## config.mk

```make
export PLATFORM = sky130hd
export DESIGN_NAME = beep_sequencer_flat
export DESIGN_NICKNAME = d
export VERILOG_FILES = /design/src/rtl/beep_sequencer_if.sv /design/src/rtl/beep_sequencer.sv /design/src/flat_wrapper.sv
export SDC_FILE = /design/constraint.sdc
export NUM_CORES = 1
export LEC_CHECK = 0
export ABC_AREA = 1
export BUFFER_PORTS_ARGS = -buffer_cell sky130_fd_sc_hd__buf_2
export CORE_ASPECT_RATIO = 2
export CORE_MARGIN = 4
export CORE_UTILIZATION = 40
export DETAILED_ROUTE_END_ITERATION = 10
export PLACE_DENSITY = 0.54
export SETUP_SLACK_MARGIN = 0.5
export SLEW_MARGIN = 20
export SYNTH_ARGS = -nofsm -noshare
export SYNTH_HDL_FRONTEND = slang
export SYNTH_SLANG_ARGS = --single-unit
```

## constraint.sdc

```tcl
create_clock -name clk -period 2.9 [get_ports clk]
set_input_delay 0.58 -clock clk [delete_from_list [all_inputs] [get_ports clk]]
set_output_delay 0.58 -clock clk [all_outputs]
set_load 0.01 [all_outputs]
```

## src/rtl/beep_sequencer_if.sv

```systemverilog
// Signal bundle between the alert controller side and the beep sequencer:
// rate selection, the four rate toggles, and the buzzer/LED/count outputs.
interface beep_sequencer_if #(
    parameter int CNT_W = 8
);
    logic             enable;
    logic [2:0]       rate_sel;
    logic             slower_clk;
    logic             slow_clk;
    logic             moderate_clk;
    logic             fast_clk;
    logic             buzzer;
    logic             beep_active;
    logic [CNT_W-1:0] beep_count;

    modport master (
        output enable, rate_sel, slower_clk, slow_clk, moderate_clk, fast_clk,
        input  buzzer, beep_active, beep_count
    );

    modport slave (
        input  enable, rate_sel, slower_clk, slow_clk, moderate_clk, fast_clk,
        output buzzer, beep_active, beep_count
    );
endinterface

```

## src/rtl/beep_sequencer.sv

```systemverilog
// Beep sequencer: resynchronises the selected rate toggle and turns each rising
// edge into a fixed-length tone burst, or a continuous tone at the alarm level.
module beep_sequencer #(
    parameter int TONE_HALF   = 12500,
    parameter int BEEP_CYCLES = 1000000,
    parameter int CNT_W       = 8
) (
    input logic             clk,
    input logic             reset_n,
    beep_sequencer_if.slave bus
);
    localparam logic [1:0] IDLE = 2'd0;
    localparam logic [1:0] BEEP = 2'd1;
    localparam logic [1:0] CONT = 2'd2;

    localparam int TONE_W  = $clog2(TONE_HALF + 1);
    localparam int BURST_W = $clog2(BEEP_CYCLES + 1);
    localparam logic [TONE_W-1:0]  TONE_LAST  = TONE_W'(TONE_HALF - 1);
    localparam logic [BURST_W-1:0] BURST_LAST = BURST_W'(BEEP_CYCLES - 1);

    logic [1:0]         state;
    logic [3:0]         rate_in;
    logic [3:0]         sync1;
    logic [3:0]         sync2;
    logic [3:0]         hist;
    logic [3:0]         rise;
    logic               sel_rise;
    logic               rate_beep;
    logic               rate_cont;
    logic [TONE_W-1:0]  tone_cnt;
    logic [BURST_W-1:0] burst_cnt;
    logic               buzzer_q;
    logic               active_q;
    logic [CNT_W-1:0]   count_q;

    assign rate_in   = {bus.fast_clk, bus.moderate_clk, bus.slow_clk, bus.slower_clk};
    assign rise      = sync2 & ~hist;
    assign rate_beep = (bus.rate_sel >= 3'd1) && (bus.rate_sel <= 3'd4);
    assign rate_cont = (bus.rate_sel == 3'd5);

    // Edges are detected per input before the mux, so re-selecting never fakes one.
    always_comb begin
        sel_rise = 1'b0;
        case (bus.rate_sel)
            3'd1:    sel_rise = rise[0];
            3'd2:    sel_rise = rise[1];
            3'd3:    sel_rise = rise[2];
            3'd4:    sel_rise = rise[3];
            default: sel_rise = 1'b0;
        endcase
    end

    always_ff @(posedge clk or negedge reset_n) begin
        if (!reset_n) begin
            sync1 <= '0;
            sync2 <= '0;
            hist  <= '0;
        end else begin
            sync1 <= rate_in;
            sync2 <= sync1;
            hist  <= sync2;
        end
    end

    always_ff @(posedge clk or negedge reset_n) begin
        if (!reset_n) begin
            state     <= IDLE;
            tone_cnt  <= '0;
            burst_cnt <= '0;
            buzzer_q  <= 1'b0;
            active_q  <= 1'b0;
            count_q   <= '0;
        end else begin
            case (state)
                BEEP: begin
                    if (!bus.enable || !(rate_beep || rate_cont)) begin
                        state     <= IDLE;
                        buzzer_q  <= 1'b0;
                        active_q  <= 1'b0;
                        tone_cnt  <= '0;
                        burst_cnt <= '0;
                    end else if (rate_cont) begin
                        state     <= CONT;
                        buzzer_q  <= 1'b1;
                        tone_cnt  <= '0;
                        burst_cnt <= '0;
                    end else if (burst_cnt == BURST_LAST) begin
                        state     <= IDLE;
                        buzzer_q  <= 1'b0;
                        active_q  <= 1'b0;
                        tone_cnt  <= '0;
                        burst_cnt <= '0;
                    end else begin
                        burst_cnt <= burst_cnt + 1'b1;
                        if (tone_cnt == TONE_LAST) begin
                            buzzer_q <= ~buzzer_q;
                            tone_cnt <= '0;
                        end else begin
                            tone_cnt <= tone_cnt + 1'b1;
                        end
                    end
                end
                CONT: begin
                    if (!bus.enable || !rate_cont) begin
                        state    <= IDLE;
                        buzzer_q <= 1'b0;
                        active_q <= 1'b0;
                        tone_cnt <= '0;
                    end else if (tone_cnt == TONE_LAST) begin
                        buzzer_q <= ~buzzer_q;
                        tone_cnt <= '0;
                    end else begin
                        tone_cnt <= tone_cnt + 1'b1;
                    end
                end
                default: begin
                    tone_cnt  <= '0;
                    burst_cnt <= '0;
                    if (bus.enable && rate_beep && sel_rise) begin
                        state    <= BEEP;
                        buzzer_q <= 1'b1;
                        active_q <= 1'b1;
                        count_q  <= count_q + 1'b1;
                    end else if (bus.enable && rate_cont) begin
                        state    <= CONT;
                        buzzer_q <= 1'b1;
                        active_q <= 1'b1;
                    end else begin
                        state    <= IDLE;
                        buzzer_q <= 1'b0;
                        active_q <= 1'b0;
                    end
                end
            endcase
        end
    end

    assign bus.buzzer      = buzzer_q;
    assign bus.beep_active = active_q;
    assign bus.beep_count  = count_q;
endmodule

```

## src/flat_wrapper.sv

```systemverilog
// flat-port wrapper written by rule: the top's interface ports become plain ports
module beep_sequencer_flat 
#(
    parameter int TONE_HALF   = 12500,
    parameter int BEEP_CYCLES = 1000000,
    parameter int CNT_W       = 8
)
  (clk, reset_n, bus_enable, bus_rate_sel, bus_slower_clk, bus_slow_clk, bus_moderate_clk, bus_fast_clk, bus_buzzer, bus_beep_active, bus_beep_count);
  beep_sequencer_if #(.CNT_W(CNT_W)) bus_i ();
  input logic clk;
  input logic reset_n;
  input wire logic [$bits(bus_i.enable)-1:0] bus_enable;
  input wire logic [$bits(bus_i.rate_sel)-1:0] bus_rate_sel;
  input wire logic [$bits(bus_i.slower_clk)-1:0] bus_slower_clk;
  input wire logic [$bits(bus_i.slow_clk)-1:0] bus_slow_clk;
  input wire logic [$bits(bus_i.moderate_clk)-1:0] bus_moderate_clk;
  input wire logic [$bits(bus_i.fast_clk)-1:0] bus_fast_clk;
  output wire logic [$bits(bus_i.buzzer)-1:0] bus_buzzer;
  output wire logic [$bits(bus_i.beep_active)-1:0] bus_beep_active;
  output wire logic [$bits(bus_i.beep_count)-1:0] bus_beep_count;
  assign bus_i.enable = bus_enable;
  assign bus_i.rate_sel = bus_rate_sel;
  assign bus_i.slower_clk = bus_slower_clk;
  assign bus_i.slow_clk = bus_slow_clk;
  assign bus_i.moderate_clk = bus_moderate_clk;
  assign bus_i.fast_clk = bus_fast_clk;
  assign bus_buzzer = bus_i.buzzer;
  assign bus_beep_active = bus_i.beep_active;
  assign bus_beep_count = bus_i.beep_count;
  beep_sequencer #(.TONE_HALF(TONE_HALF), .BEEP_CYCLES(BEEP_CYCLES), .CNT_W(CNT_W)) u_core (.clk(clk), .reset_n(reset_n), .bus(bus_i));
endmodule
```

Word level (Yosys, flattened, before mapping)
Cells that the tools add are included.
{"block": "totals", "ff_bits": 58, "latch_bits": 0, "ramBits": 0, "mem_bits_ro": 0, "inputBits": 10, "memories": 0}
{"block": "op_classes", "addsub": 3, "n_mul": 0, "n_div": 0, "magnitude_cmp": 2, "n_eq_ne": 13, "n_shift": 0, "n_mux": 31, "n_bitwise": 4, "n_reduce_logical": 14}
{"operator": "two-way mux 14 bit", "count": 5}
{"operator": "two-way mux 20 bit", "count": 3}
{"operator": "one-hot mux 20 bit (2 select lines)", "count": 1}
{"operator": "one-hot mux 14 bit (2 select lines)", "count": 1}
{"operator": "adder 20 x 1 -> 20 bit, second input constant", "count": 1}
{"operator": "equality test 20 bit, second input constant", "count": 1}
{"operator": "adder 14 x 1 -> 14 bit, second input constant", "count": 1}
{"operator": "equality test 14 bit, second input constant", "count": 1}
{"operator": "two-way mux 2 bit", "count": 6}
{"operator": "two-way mux 1 bit", "count": 11}
{"operator": "adder 8 x 1 -> 8 bit, second input constant", "count": 1}
{"operator": "equality test 3 x 2 -> 1 bit, second input constant", "count": 2}
{"operator": "equality test 3 bit, second input constant", "count": 2}
{"operator": "bitwise AND 4 bit", "count": 1}
{"operator": "logical AND 1 bit", "count": 4}
{"operator": "!= test 4 x 1 -> 1 bit, second input constant", "count": 1}
{"operator": "NOT 4 bit", "count": 1}
{"operator": "one-hot mux 1 bit (2 select lines)", "count": 2}
{"operator": "one-hot mux 1 bit (4 select lines)", "count": 1}
{"operator": "one-hot mux 2 bit (2 select lines)", "count": 1}
{"operator": "AND reduction 2 bit", "count": 2}
{"operator": "equality test 3 x 1 -> 1 bit, second input constant", "count": 1}
{"operator": "greater-or-equal comparator 3 x 1 -> 1 bit, second input constant", "count": 1}
{"operator": "less-or-equal comparator 3 bit, second input constant", "count": 1}
{"operator": "10 further kinds", "count": 15}

Logic depth before layout (Yosys ltp)
{"block": "depth", "depth_word": 7, "mapped_depth": 10, "depth_no_buf": 9}

Least setup slack after synthesis
Ideal clock, no wire load.
{"block": "synth_timing", "path_type": "input-to-reg", "from": "input bus_rate_sel[2]", "to": "register u_core.tone_cnt[2]", "setup_ns": 0.124, "arrival_time_ns": 1.390, "t_required_ns": 2.776, "path_slack_ns": 1.385, "stages": 9, "cell_sequence": "nor2_1 nand2_1 nand3_1 clkinv_1 nand3_4 nand2_4 nand2_4 buf_12 nor2_4"}
{"block": "synth_via", "elab_chain_cells": 7, "word_cells_on_any_way": 13, "classes_between": "2 x order compare; 1 x eq/ne; 4 x mux; 6 x reduce/logical"}
{"element": "start, declared", "line": "flat_wrapper.sv:13", "rtl": "input wire logic [$bits(bus_i.rate_sel)-1:0] bus_rate_sel;"}
{"element": "greater-or-equal comparator 3 x 1 -> 1 bit / less-or-equal comparator 3 bit (equally long branches)", "line": "beep_sequencer.sv:38", "rtl": "assign rate_beep = (bus.rate_sel >= 3'd1) && (bus.rate_sel <= 3'd4);"}
{"element": "logical AND 1 bit", "line": "beep_sequencer.sv:38"}
{"element": "logical OR 1 bit", "line": "beep_sequencer.sv:76", "rtl": "if (!bus.enable || !(rate_beep || rate_cont)) begin"}
{"element": "logical NOT 1 bit", "line": "beep_sequencer.sv:76"}
{"element": "logical OR 1 bit", "line": "beep_sequencer.sv:76"}
{"element": "two-way mux 14 bit", "line": "beep_sequencer.sv:76"}
{"element": "one-hot mux 14 bit (2 select lines) (*)", "line": "beep_sequencer.sv:74", "rtl": "case (state)"}
{"element": "end signal, assigned", "line": "beep_sequencer.sv:99", "rtl": "tone_cnt <= tone_cnt + 1'b1;"}
{"element": "end signal, assigned", "line": "beep_sequencer.sv:113", "rtl": "tone_cnt <= tone_cnt + 1'b1;"}
{"element": "end, declared", "line": "beep_sequencer.sv:30", "rtl": "logic [TONE_W-1:0] tone_cnt;"}
Mark *: on every way between the ends. The rest lies on a longest branch, timed or not.
A chain may end at the register's enable or synchronous reset.

Worst setup path after layout
{"block": "layout_timing", "from": "register u_core.state[0]", "to": "register u_core.burst_cnt[17]"}
{"block": "layout_via", "elab_chain_cells": 2, "word_cells_on_any_way": 3, "classes_between": "2 x eq/ne; 1 x mux"}
{"element": "start, declared", "line": "beep_sequencer.sv:21", "rtl": "logic [1:0] state;"}
{"element": "start signal, assigned", "line": "beep_sequencer.sv:67", "rtl": "state <= IDLE;"}
{"element": "start signal, assigned", "line": "beep_sequencer.sv:77", "rtl": "state <= IDLE;"}
{"element": "start signal, assigned", "line": "beep_sequencer.sv:83", "rtl": "state <= CONT;"}
{"element": "equality test 2 bit / equality test 2 x 1 -> 1 bit (equally long branches)", "line": "beep_sequencer.sv:74"}
{"element": "one-hot mux 20 bit (2 select lines)", "line": "beep_sequencer.sv:74"}
{"element": "end signal, assigned", "line": "beep_sequencer.sv:94", "rtl": "burst_cnt <= burst_cnt + 1'b1;"}
{"element": "end, declared", "line": "beep_sequencer.sv:31", "rtl": "logic [BURST_W-1:0] burst_cnt;"}
Several ways; a longest one is shown, not always the timed one.

==> summary.txt <==
starting density of the core -> 41.17%
Total GRT Usage -> 14.98%
Layout area overhead -> 15.71%
CTS tree -> done
PwrDens -> 606.6 nW/um^2
combinational share of power -> 8.1%
final WL -> 6393 microns
count leader, synth -> nand2_1
final hold vios -> 0
gp weighted congestion -> 0.8480
crit path DAT -> 1.99 ns
Final nets -> 416
Vias -> 2413
CTS buffer count -> 9
Mapped Cells -> 374
Worst Tran Pin Value -> 0.7332 ns
post-CTS setup buffer count -> 0
crit share post-route -> 61.29%
DR pass1 iterations -> 4
number of max-cap violations -> 0
Hold Path Class -> reg -> reg
Initial DRC Count -> 82
synthesized area per cell -> 8.367 sq um
largest area contributor in the netlist -> dfrtp_1
Worst-Skew Late Latency -> 0.32 ns
number of hold buffers added after cts -> 0
ys async rst share -> 100.0%
Psw -> 0.5233 mW
first-pass GRT wire length -> 11160 microns
number of I/O port buffers -> 19
Synth area leaders -> dfrtp_1 (46%), nand2_1 (10%), nor2_1 (6.5%)
IO Pins -> 20
DRC Markers -> 0
Mapped Area -> 3129 sq um
row count -> 45
Clk pwr share -> 50.9%
chip width -> 70.54 microns
crit end category -> register
#FFs+latches synth -> 58
status -> completed
Lkg Pwr -> 1.647 nW
slew margin rel. -> 51.12%
max-slew violations -> 0
register area share after synthesis -> 46.38%
CP Max Fanout -> 14
# resized after CTS -> 0
total power -> 2.196 mW
Net Count, Synth -> 389
vias in the first global route -> 2502
die area -> 9388 sq um
most used flip-flop cell after synthesis -> dfrtp_1
Final setup viols -> 0
Post-Place Worst Slack -> 1.062 ns
top-area cell type share of the netlist area -> 46.38%
switching share of power -> 23.83%
largest net degree at the start of global routing -> 59
critical setup path kind -> reg -> reg
Remaining Overflow, GRT -> 0
RSZ-0062 raised after global routing -> false
routed len/inst -> 12.79 microns
H-tree level count -> 3
yosys warns -> 0
CTS root buffer -> clkbuf_16
ANT cells -> 0
estimated wirelength of the detail-placed design -> 4722 microns
Worst Skew -> 0.004997 ns
CTS max path bufs -> 2
Min Clock Period, post-route -> 1.777 ns
Die Span Y -> 133.1 microns
Cell variety after synth -> 27
filler cell count -> 798
Post-synth EDFFs -> 0
setup tns final -> 0 ns
initial antenna violation count -> 0
internal power -> 1.673 mW
via-per-instance ratio -> 4.826
DRT antenna net count -> 0
Core Area -> 7601 sq um
layout cell share with drive strength beyond 1 -> 18.72%
Max rail drop VDD -> 0.3598 mV
Flop pwr share -> 40.9%
Worst EP required -> 3.11 ns
Fmax achieved -> 0.5626 GHz
clk slew on worst S/H paths -> 0.05 ns
Clock Sinks -> 58
Startpoint Class -> register
Synth top cells by count -> nand2_1 (83), dfrtp_1 (58), nor2_1 (54), inv_1 (40), nand3_1 (26)
setup ws final -> 1.123 ns
[final cells by class]
class | instances | area, sq um | share of cell area [%]
sequential | 58 | 1451 | 40.08
multi-input combinational | 263 | 1446 | 39.94
clock buffer | 9 | 225.2 | 6.220
inverter | 49 | 183.9 | 5.079
tap | 94 | 117.6 | 3.248
timing repair buffer | 20 | 102.6 | 2.833
clock inverter | 7 | 93.84 | 2.592
[routing by layer]
| layer | track usage [%] | vias to the layer above | share of wire, % |
|---|---|---|---|
| li1 | - | 1218 | - |
| met1 | 15.05 | 1120 | 38 |
| met3 | 3.650 | 27 | 2.5 |
| met5 | 0 | - | 0 |
| met4 | 8.787 | 0 | 4.7 |
| met2 | 27.19 | 48 | 55 |
[registers in the layout, indices dropped and copies added (netlist names)]
register	cells
u_core.sync1	4
u_core.bus.buzzer	1
u_core.state	2
u_core.sync2	4
u_core.bus.beep_count	8
u_core.burst_cnt	20
u_core.bus.beep_active	1
u_core.hist	4
u_core.tone_cnt	14
[final timing paths]
kind	cells past startpoint	to	slack, ns	startpoint
min in group asynchronous	2	u_core.burst_cnt[18]$_DFFE_PN0P_	0.38	reset_n
hold / removal	0	u_core.sync2[3]$_DFF_PN0_	0.34	u_core.sync1[3]$_DFF_PN0_
max in group asynchronous	2	u_core.tone_cnt[9]$_DFF_PN0_	2.01	reset_n
hold reg to reg	0	u_core.sync2[3]$_DFF_PN0_	0.34	u_core.sync1[3]$_DFF_PN0_
setup / recovery	7	u_core.burst_cnt[17]$_DFFE_PN0P_	1.12	u_core.state[0]$_DFFE_PN0P_
setup reg to reg	7	u_core.burst_cnt[17]$_DFFE_PN0P_	1.12	u_core.state[0]$_DFFE_PN0P_
[power groups by stage]
stage / registers (mW) / clock network, mW / logic [mW]
final: 0.899 / 1.12 / 0.179
after global routing: 0.909 / 1.18 / 0.206
after CTS: 0.901 / 1.15 / 0.184
after detailed placement: 0.915 / 0 / 0.182
after global placement: 0.914 / 0 / 0.181
after floorplan: 0.922 / 0 / 0.0862
[cells by family after synthesis]
family	Yosys count	synth area share, %
XOR/XNOR	25	6.997
flip-flops	58	46.38
buffers and inverters	53	7.397
AO/OA/AOI/OAI	22	3.518
AND/OR/NAND/NOR	211	33.71
adder cells (fa/ha/maj)	5	1.999
[worst max-delay path: stages (launching register included)]
cell     delay (ns)
dfrtp_1        0.40
inv_1          0.06
ha_1           0.52
inv_2          0.23
nand4_1        0.28
inv_1          0.07
nand2_1        0.07
nand2_1        0.04
[through the flow]
stage          hold slack, ns  instances  util [%]  area, sq um
6_report               0.3449        500     47.64         3621
5_1_grt                0.3460        500     47.64         3621
4_1_cts                0.3472        500     47.64         3621
3_5_place_dp           0.3356        484     43.44         3302
3_3_place_gp           0.3347        484     43.44         3302
2_1_floorplan          0.2844        374         -         3129
[cell usage in the layout, fill, tap and decap left out, types with 3 or more instances in the layout]
cell and count:
a21oi_1 3, buf_2 19, clkbuf_16 9, dfrtp_1 58, ha_1 5, inv_1 40
inv_2 8, nand2_1 83, nand2_2 4, nand3_1 26, nand3b_1 3, nand4_1 8
nor2_1 54, nor2_2 7, nor2_4 12, nor3_1 4, nor3_2 3, o21ai_0 11
o21ai_1 8, xnor2_1 3, xor2_1 22
Note: power is estimated with default switching activity, not from simulation.
